## src/rtl/datapath_pkg.sv

```systemverilog
`default_nettype none
// ============================================================================
// Module   : datapath_pkg
// Purpose  : Shared types for the parametrised datapath: function-select
//            codes, shift FSM states and status-flag bit positions.
// Ports    : (package, none)
// Revision : 1.0  initial release
// ============================================================================
package datapath_pkg;

  typedef enum logic [3:0] {
    FS_ADD    = 4'd0,
    FS_SUB    = 4'd1,
    FS_INC    = 4'd2,
    FS_DEC    = 4'd3,
    FS_AND    = 4'd4,
    FS_OR     = 4'd5,
    FS_XOR    = 4'd6,
    FS_NOT    = 4'd7,
    FS_PASSB  = 4'd8,
    FS_SHL1   = 4'd9,
    FS_SHR1   = 4'd10,
    FS_PASSA0 = 4'd11,
    FS_SHLN   = 4'd12,
    FS_SHRN   = 4'd13,
    FS_PASSA1 = 4'd14,
    FS_PASSA2 = 4'd15
  } fs_e;

  typedef enum logic [0:0] {
    ST_IDLE  = 1'b0,
    ST_SHIFT = 1'b1
  } state_e;

  // Bit positions inside the {V,C,N,Z} flag vector
  localparam int FLAG_Z = 0;
  localparam int FLAG_N = 1;
  localparam int FLAG_C = 2;
  localparam int FLAG_V = 3;

  function automatic logic is_shift_n(input fs_e fs);
    return (fs == FS_SHLN) || (fs == FS_SHRN);
  endfunction

endpackage
`default_nettype wire

```

## src/rtl/register_file_param.sv

```systemverilog
`default_nettype none
// ============================================================================
// Module   : register_file_param
// Purpose  : NREG x WIDTH register file, asynchronous active-low clear,
//            two combinational read ports and one synchronous write port.
// Ports    : clk, reset (async, active-low)
//            i_we / i_waddr / i_wdata        : write port
//            i_raddr_a / i_raddr_b           : read addresses
//            o_rdata_a / o_rdata_b           : read data (combinational)
// Revision : 1.0  initial release
// ============================================================================
module register_file_param #(
  parameter  int WIDTH = 32,
  parameter  int NREG  = 4,
  localparam int RA    = $clog2(NREG)
) (
  input  logic             clk,
  input  logic             reset,
  input  logic             i_we,
  input  logic [RA-1:0]    i_waddr,
  input  logic [WIDTH-1:0] i_wdata,
  input  logic [RA-1:0]    i_raddr_a,
  input  logic [RA-1:0]    i_raddr_b,
  output logic [WIDTH-1:0] o_rdata_a,
  output logic [WIDTH-1:0] o_rdata_b
);

  logic [WIDTH-1:0] r_regs [NREG];

  always_ff @(posedge clk or negedge reset) begin
    if (!reset) begin
      for (int i = 0; i < NREG; i++) begin
        r_regs[i] <= '0;
      end
    end else if (i_we) begin
      r_regs[i_waddr] <= i_wdata;
    end
  end

  // No write-through: a read of the register being written sees the old value
  assign o_rdata_a = r_regs[i_raddr_a];
  assign o_rdata_b = r_regs[i_raddr_b];

endmodule
`default_nettype wire

```

## src/rtl/datapath_param.sv

```systemverilog
`default_nettype none
// ============================================================================
// Module   : datapath_param
// Purpose  : Parametrised datapath: register file, B-operand mux, 16-op
//            function unit, writeback mux, registered {V,C,N,Z} flags and a
//            multi-cycle logical shift-by-N with busy/done handshake.
// Ports    : clk, reset (async, active-low)
//            i_load_enable                   : accept an operation this cycle
//            i_dest_select/i_a_select/i_b_select : register addresses
//            i_fs                            : function select
//            i_mb_select                     : 0 B=reg, 1 B=i_constant_in
//            i_md_select                     : 0 write F, 1 write i_data_in
//            i_constant_in, i_data_in        : data inputs
//            o_address_out                   : A operand (combinational)
//            o_data_out                      : B operand (combinational)
//            o_function_result               : writeback value (combinational)
//            o_flags                         : {V,C,N,Z} (registered)
//            o_busy, o_done                  : shift handshake (registered)
// Revision : 1.0  initial release
// ============================================================================
module datapath_param
  import datapath_pkg::*;
#(
  parameter  int WIDTH = 32,
  parameter  int NREG  = 4,
  localparam int RA    = $clog2(NREG),
  localparam int SW    = $clog2(WIDTH)
) (
  input  logic             clk,
  input  logic             reset,
  input  logic             i_load_enable,
  input  logic [RA-1:0]    i_dest_select,
  input  logic [RA-1:0]    i_a_select,
  input  logic [RA-1:0]    i_b_select,
  input  logic [3:0]       i_fs,
  input  logic             i_mb_select,
  input  logic             i_md_select,
  input  logic [WIDTH-1:0] i_constant_in,
  input  logic [WIDTH-1:0] i_data_in,
  output logic [WIDTH-1:0] o_address_out,
  output logic [WIDTH-1:0] o_data_out,
  output logic [WIDTH-1:0] o_function_result,
  output logic [3:0]       o_flags,
  output logic             o_busy,
  output logic             o_done
);

  localparam int             MSB      = WIDTH - 1;
  localparam logic [WIDTH:0] ONE_EXT  = {{WIDTH{1'b0}}, 1'b1};
  localparam logic [SW-1:0]  CNT_LAST = SW'(1);

  // --------------------------------------------------------------------------
  // Operand path
  // --------------------------------------------------------------------------
  fs_e              w_fs;
  logic [WIDTH-1:0] w_a;
  logic [WIDTH-1:0] w_b_reg;
  logic [WIDTH-1:0] w_b;
  logic             w_is_shn;
  logic [SW-1:0]    w_n;

  logic             w_we;
  logic [RA-1:0]    w_waddr;
  logic [WIDTH-1:0] w_wdata;

  register_file_param #(
    .WIDTH (WIDTH),
    .NREG  (NREG)
  ) u_regfile (
    .clk       (clk),
    .reset     (reset),
    .i_we      (w_we),
    .i_waddr   (w_waddr),
    .i_wdata   (w_wdata),
    .i_raddr_a (i_a_select),
    .i_raddr_b (i_b_select),
    .o_rdata_a (w_a),
    .o_rdata_b (w_b_reg)
  );

  assign w_fs          = fs_e'(i_fs);
  assign w_b           = i_mb_select ? i_constant_in : w_b_reg;
  assign w_is_shn      = is_shift_n(w_fs);
  assign w_n           = w_b[SW-1:0];
  assign o_address_out = w_a;
  assign o_data_out    = w_b;

  // --------------------------------------------------------------------------
  // Function unit: arithmetic is done one bit wider so the carry drops out
  // --------------------------------------------------------------------------
  logic [WIDTH:0]   w_sum;
  logic [WIDTH-1:0] w_f;
  logic             w_c;
  logic             w_v;

  always_comb begin
    w_sum = '0;
    w_f   = w_a;
    w_c   = 1'b0;
    w_v   = 1'b0;
    case (w_fs)
      FS_ADD: begin
        w_sum = {1'b0, w_a} + {1'b0, w_b};
        w_f   = w_sum[MSB:0];
        w_c   = w_sum[WIDTH];
        w_v   = (w_a[MSB] == w_b[MSB]) && (w_f[MSB] != w_a[MSB]);
      end
      FS_SUB: begin
        // C=1 means no borrow
        w_sum = {1'b0, w_a} + {1'b0, ~w_b} + ONE_EXT;
        w_f   = w_sum[MSB:0];
        w_c   = w_sum[WIDTH];
        w_v   = (w_a[MSB] != w_b[MSB]) && (w_f[MSB] != w_a[MSB]);
      end
      FS_INC: begin
        w_sum = {1'b0, w_a} + ONE_EXT;
        w_f   = w_sum[MSB:0];
        w_c   = w_sum[WIDTH];
        w_v   = !w_a[MSB] && w_f[MSB];
      end
      FS_DEC: begin
        // Plain wide subtraction: bit WIDTH is set only when A wraps from 0
        w_sum = {1'b0, w_a} - ONE_EXT;
        w_f   = w_sum[MSB:0];
        w_c   = w_sum[WIDTH];
        w_v   = w_a[MSB] && !w_f[MSB];
      end
      FS_AND:   w_f = w_a & w_b;
      FS_OR:    w_f = w_a | w_b;
      FS_XOR:   w_f = w_a ^ w_b;
      FS_NOT:   w_f = ~w_a;
      FS_PASSB: w_f = w_b;
      FS_SHL1: begin
        w_f = {w_a[MSB-1:0], 1'b0};
        w_c = w_a[MSB];
      end
      FS_SHR1: begin
        w_f = {1'b0, w_a[MSB:1]};
        w_c = w_a[0];
      end
      // SHLN/SHRN present A here; that is what a zero-length shift writes
      default:  w_f = w_a;
    endcase
  end

  // Shift ops always write the function-unit output, whatever md_select says
  assign o_function_result = (i_md_select && !w_is_shn) ? i_data_in : w_f;

  // --------------------------------------------------------------------------
  // Shift FSM, writeback control and flag update
  // --------------------------------------------------------------------------
  state_e           r_state;
  state_e           w_state_nxt;
  logic [WIDTH-1:0] r_sh_val;
  logic [WIDTH-1:0] w_sh_val_nxt;
  logic [SW-1:0]    r_sh_cnt;
  logic [SW-1:0]    w_sh_cnt_nxt;
  logic [RA-1:0]    r_sh_dest;
  logic [RA-1:0]    w_sh_dest_nxt;
  logic             r_sh_right;
  logic             w_sh_right_nxt;
  logic [3:0]       r_flags;
  logic [3:0]       w_flags_nxt;
  logic             r_done;
  logic             w_done_nxt;

  logic [WIDTH-1:0] w_step;
  logic             w_out_bit;

  assign w_step    = r_sh_right ? {1'b0, r_sh_val[MSB:1]} : {r_sh_val[MSB-1:0], 1'b0};
  assign w_out_bit = r_sh_right ? r_sh_val[0] : r_sh_val[MSB];

  always_ff @(posedge clk or negedge reset) begin
    if (!reset) begin
      r_state <= ST_IDLE;
    end else begin
      r_state <= w_state_nxt;
    end
  end

  always_comb begin
    w_state_nxt    = r_state;
    w_we           = 1'b0;
    w_waddr        = i_dest_select;
    w_wdata        = o_function_result;
    w_flags_nxt    = r_flags;
    w_done_nxt     = 1'b0;
    w_sh_val_nxt   = r_sh_val;
    w_sh_cnt_nxt   = r_sh_cnt;
    w_sh_dest_nxt  = r_sh_dest;
    w_sh_right_nxt = r_sh_right;
    case (r_state)
      ST_IDLE: begin
        if (i_load_enable) begin
          if (w_is_shn && (w_n != '0)) begin
            w_state_nxt    = ST_SHIFT;
            w_sh_val_nxt   = w_a;
            w_sh_cnt_nxt   = w_n;
            w_sh_dest_nxt  = i_dest_select;
            w_sh_right_nxt = (w_fs == FS_SHRN);
          end else begin
            w_we = 1'b1;
            // Data_in loads leave the flags alone
            if (w_is_shn || !i_md_select) begin
              w_flags_nxt[FLAG_V] = w_v;
              w_flags_nxt[FLAG_C] = w_c;
              w_flags_nxt[FLAG_N] = w_f[MSB];
              w_flags_nxt[FLAG_Z] = (w_f == '0);
            end
          end
        end
      end
      ST_SHIFT: begin
        // load_enable is deliberately ignored for the whole shift
        w_sh_val_nxt = w_step;
        w_sh_cnt_nxt = r_sh_cnt - CNT_LAST;
        if (r_sh_cnt == CNT_LAST) begin
          w_state_nxt         = ST_IDLE;
          w_we                = 1'b1;
          w_waddr             = r_sh_dest;
          w_wdata             = w_step;
          w_done_nxt          = 1'b1;
          w_flags_nxt[FLAG_V] = 1'b0;
          w_flags_nxt[FLAG_C] = w_out_bit;
          w_flags_nxt[FLAG_N] = w_step[MSB];
          w_flags_nxt[FLAG_Z] = (w_step == '0);
        end
      end
      default: w_state_nxt = ST_IDLE;
    endcase
  end

  always_ff @(posedge clk or negedge reset) begin
    if (!reset) begin
      r_sh_val   <= '0;
      r_sh_cnt   <= '0;
      r_sh_dest  <= '0;
      r_sh_right <= 1'b0;
      r_flags    <= '0;
      r_done     <= 1'b0;
    end else begin
      r_sh_val   <= w_sh_val_nxt;
      r_sh_cnt   <= w_sh_cnt_nxt;
      r_sh_dest  <= w_sh_dest_nxt;
      r_sh_right <= w_sh_right_nxt;
      r_flags    <= w_flags_nxt;
      r_done     <= w_done_nxt;
    end
  end

  assign o_flags = r_flags;
  assign o_busy  = (r_state == ST_SHIFT);
  assign o_done  = r_done;

endmodule
`default_nettype wire

```

## config.mk

```make
export PLATFORM = sky130hd
export DESIGN_NAME = datapath_param
export DESIGN_NICKNAME = d
export VERILOG_FILES = /design/src/rtl/datapath_pkg.sv /design/src/rtl/register_file_param.sv /design/src/rtl/datapath_param.sv
export SDC_FILE = /design/constraint.sdc
export NUM_CORES = 1
export LEC_CHECK = 0
export CAP_MARGIN = 20
export CORE_MARGIN = 2
export CORE_UTILIZATION = 30
export CTS_CLUSTER_SIZE = 30
export DETAILED_ROUTE_END_ITERATION = 8
export RECOVER_POWER = 100
export SKIP_CTS_REPAIR_TIMING = 1
export SLEW_MARGIN = 20
export SYNTH_ARGS = -nofsm -noshare
export SYNTH_HDL_FRONTEND = slang
export SYNTH_SLANG_ARGS = --single-unit
```

## constraint.sdc

```tcl
create_clock -name clk -period 10.5 [get_ports clk]
set_input_delay 2.625 -clock clk [delete_from_list [all_inputs] [get_ports clk]]
set_output_delay 2.625 -clock clk [all_outputs]
set_load 0.05 [all_outputs]
```

==> results.toml <==
[routing]
avgViaCountPerCell = 6.08
dr.first_iter.drc_count = 2591
firstDrtPassIters = 6
antenna_left = 0
vias = 20500
wirelength_um = 94100
routedWlPerCell_um = 27.9
drc = 0

[synth]
synth_top_cell_by_area = "dfrtp_1"
syn_avg_cell_area_um2 = 8.25
synth.most_common_cell = "nor2_1"
synth_edf_count = 0
synth_compound_area_share_pct = 23.9
synth-async-reset-ratio_pct = 100
ys_top_cells_by_count = "nor2_1, nand2_1, a21oi_1"
synth-main-ff-cell = "dfrtp_1"
synth_xor_area_share_pct = 2.46
synth_nets = 2477
muxShareOfSynthArea_pct = 19.8
synth_top_area_share_pct = 23.0
synth_area_um2 = 18900
synthTopCellsByArea = "dfrtp_1, mux2_2, ha_1"
ys_seq_area_share_pct = 23.0
synth_adder_area_share_pct = 7.16
yosys_register_bits = 174
syn_inst = 2291
yosysWarnings = 0
yosys.area_share.simple_pct = 17.6
ys_types = 89
synth_top_family_by_area = "compound AO/OA/AOI/OAI gates"

[setup_path]
cp_slowest_cell = "or4_1"
worst-r2r-setup-slack_ps = 4830
end_kind = "primary output"
path_depth = 20
required_ps = 7880
cp_max_fo = 31
cpPeakStageDelay_ps = 560
cpLargestDelayFamily = "buffers and inverters"
r2r_start = "r_sh_cnt[1]"
endpoint = "o_function_result[28]"
r2r_end = "u_regfile.r_regs[28]"
path_buf_inv = 8
startpoint = "i_mb_select"
crit_path_start_kind = "input port"
r2r_cells = 9
path_cells = "clkdlybuf4s50_1, inv_1, buf_12, mux2i_2, ha_1, buf_4, nand2_1, or4_1, nor2_1, o21ai_0, buf_4, a21oi_1, mux2i_2, o21ai_0, o32a_1, a21oi_1, buf_4, o21a_2, inv_1, buf_4"
critPathKind = "input port to primary output"
cp.arrival_ps = 7720
cp_common_cell = "buf_4"

[die]
die_h_um = 255
core_region_area_um2 = 62700
dieWidth_um = 255
dieArea_um2 = 65000
num_io_pins = 181
start_util_pct = 30.1
num_rows = 92

[timing]
min_period_ps = 10340
worst_pin_slew_ps = 5110
holdWs_ps = 521
setup_viol = 0
setup_tns_ps = 0
period_share_pct = 98.5
max_freq_mhz = 96.7
finClkSkew_ps = 11.7
slew_viol_final = 383
hold_violations = 0
max_slew_margin_pct = -241
rsz0062_at_grt = "no"

[pwr]
intPower_w = 0.00342
pwr-share-clk_pct = 8.4
p_switching_w = 0.00435
swShare_pct = 56.0
p_seq_share_pct = 16.2
power.density_nw_per_um2 = 336
pwr-share-comb_pct = 75.3
power.leakage_nw = 9.53
ir_drop_mv = 0.157

[global_route]
grt_max_degree = 93
grt_pass1_vias = 19700
grtUsageTotal_pct = 28.3
grt_first_pass_wirelength_um = 136000
antenna_found_initial = 1
globalRouteOverflowTotal = 0

[flow_run]
cap_viol_max_count = 7

[hold_path]
hp-class = "flip-flop to flip-flop"

[placement]
portBuffers = 180
gp_congestion = 1.03
hpwl_um = 74900

[outcome]
outcome = "finished, violations left"
violations = "capacitance limit, slew limit"

[cts]
clk_pin_slew_ps = 70
clock_latency_ps = 440
cts.path.max_buffers = 2
cts_tree = "done"
clock-sinks = 174
cts_htree_levels = 4
numCtsBuffers = 17
root_buffer = "clkbuf_16"

[layout]
fillers = 6479
num-nets-final = 2700
drive_above_1_share_pct = 19.3
syn_to_final_growth_pct = 22.4
how the worst min path moves through the flow:
stage / to / start / cells past startpoint
floorplan: u_regfile.r_regs[41] / u_regfile.r_regs[41] / 2
global placement: u_regfile.r_regs[73] / u_regfile.r_regs[73] / 2
detailed placement: u_regfile.r_regs[73] / u_regfile.r_regs[73] / 2
CTS: u_regfile.r_regs[73] / u_regfile.r_regs[73] / 2
global route: u_regfile.r_regs[30] / u_regfile.r_regs[30] / 1
finish: u_regfile.r_regs[0] / u_regfile.r_regs[0] / 2
power groups by stage:
| stage | Combinational (W) | Sequential [W] | Clock [W] |
|---|---|---|---|
| floorplan | 0.00357 | 0.00119 | 0 |
| global placement | 0.00581 | 0.00122 | 0 |
| detailed placement | 0.00580 | 0.00126 | 0 |
| CTS | 0.00583 | 0.00125 | 0.000665 |
| global route | 0.00615 | 0.00130 | 0.000696 |
| finish | 0.00585 | 0.00126 | 0.000656 |
per-stage QoR:
stage / instance area [um2] / total power [W] / setup slack, ps / utilization [%] / cells
6_report: 23100 / 0.00777 / 159 / 36.9 / 3376
4_1_cts: 23500 / 0.00775 / 97.6 / 37.5 / 3373
2_1_floorplan: 18900 / 0.00476 / 6.41 / - / 2291
3_5_place_dp: 22900 / 0.00706 / 126 / 36.6 / 3341
5_1_grt: 23100 / 0.00814 / 9.16 / 36.9 / 3373
3_3_place_gp: 22900 / 0.00703 / 98.6 / 36.6 / 3341
cell families (layout without fill, tap and decap cells):
family | Yosys count | after routing
simple gates | 690 | 690
other cells | 0 | 3
compound gates | 686 | 686
fa+ha+maj | 107 | 107
flops | 174 | 174
mux | 283 | 283
buf+inv | 298 | 534
xor+xnor | 53 | 53
worst min-delay path, cell delays in order (launching register included):
cell and delay [ps]:
dfrtp_1 360, nand2_1 60, o21ai_0 70
sequential cells by signal, indices dropped and copies added (netlist names):
name and count:
o_busy 1, o_done 1, o_flags 4, r_sh_cnt 5, r_sh_dest 2, r_sh_right 1, r_sh_val 32, u_regfile.r_regs 128
cell type report:
cell class / count / area [um2] / share of cell area (%)
Inverter: 115 / 432 / 1.87
Sequential cell: 174 / 4360 / 18.8
Tap cell: 846 / 1060 / 4.57
Timing Repair Buffer: 387 / 3180 / 13.7
Antenna cell: 3 / 7.51 / 0.0324
Multi-Input combinational cell: 1819 / 13500 / 58.4
Clock buffer: 17 / 425 / 1.84
Clock inverter: 15 / 176 / 0.762
routing by layer:
metal | vias up | wire length [um] | GRT usage [%]
met5 | - | 0 | 0
met4 | 0 | 3710 | 10.5
met3 | 154 | 9640 | 5.55
met2 | 1273 | 39800 | 42.0
met1 | 10100 | 41000 | 40.4
li1 | 8986 | - | -
layout by cell type (no fill, tap or decap), types with 19 or more instances in the layout:
cell / count
inv_1: 111
xnor2_1: 49
a211oi_1: 36
nor4_1: 30
a21o_1: 22
nand3_1: 52
mux2_2: 148
clkdlybuf4s50_1: 70
dfrtp_1: 173
a221oi_1: 35
o22ai_1: 20
a31oi_1: 29
o221ai_1: 19
nand2_1: 191
nor2_1: 201
nor3_1: 46
dlygate4sd3_1: 70
mux4_2: 52
clkbuf_1: 36
o21ai_0: 132
mux2i_1: 61
nor2b_1: 21
o31ai_1: 21
nand4_1: 24
nand2b_1: 22
o211ai_1: 31
a22oi_1: 24
ha_1: 105
a21oi_1: 176
buf_4: 183
Power figures use the tool's default switching activity.
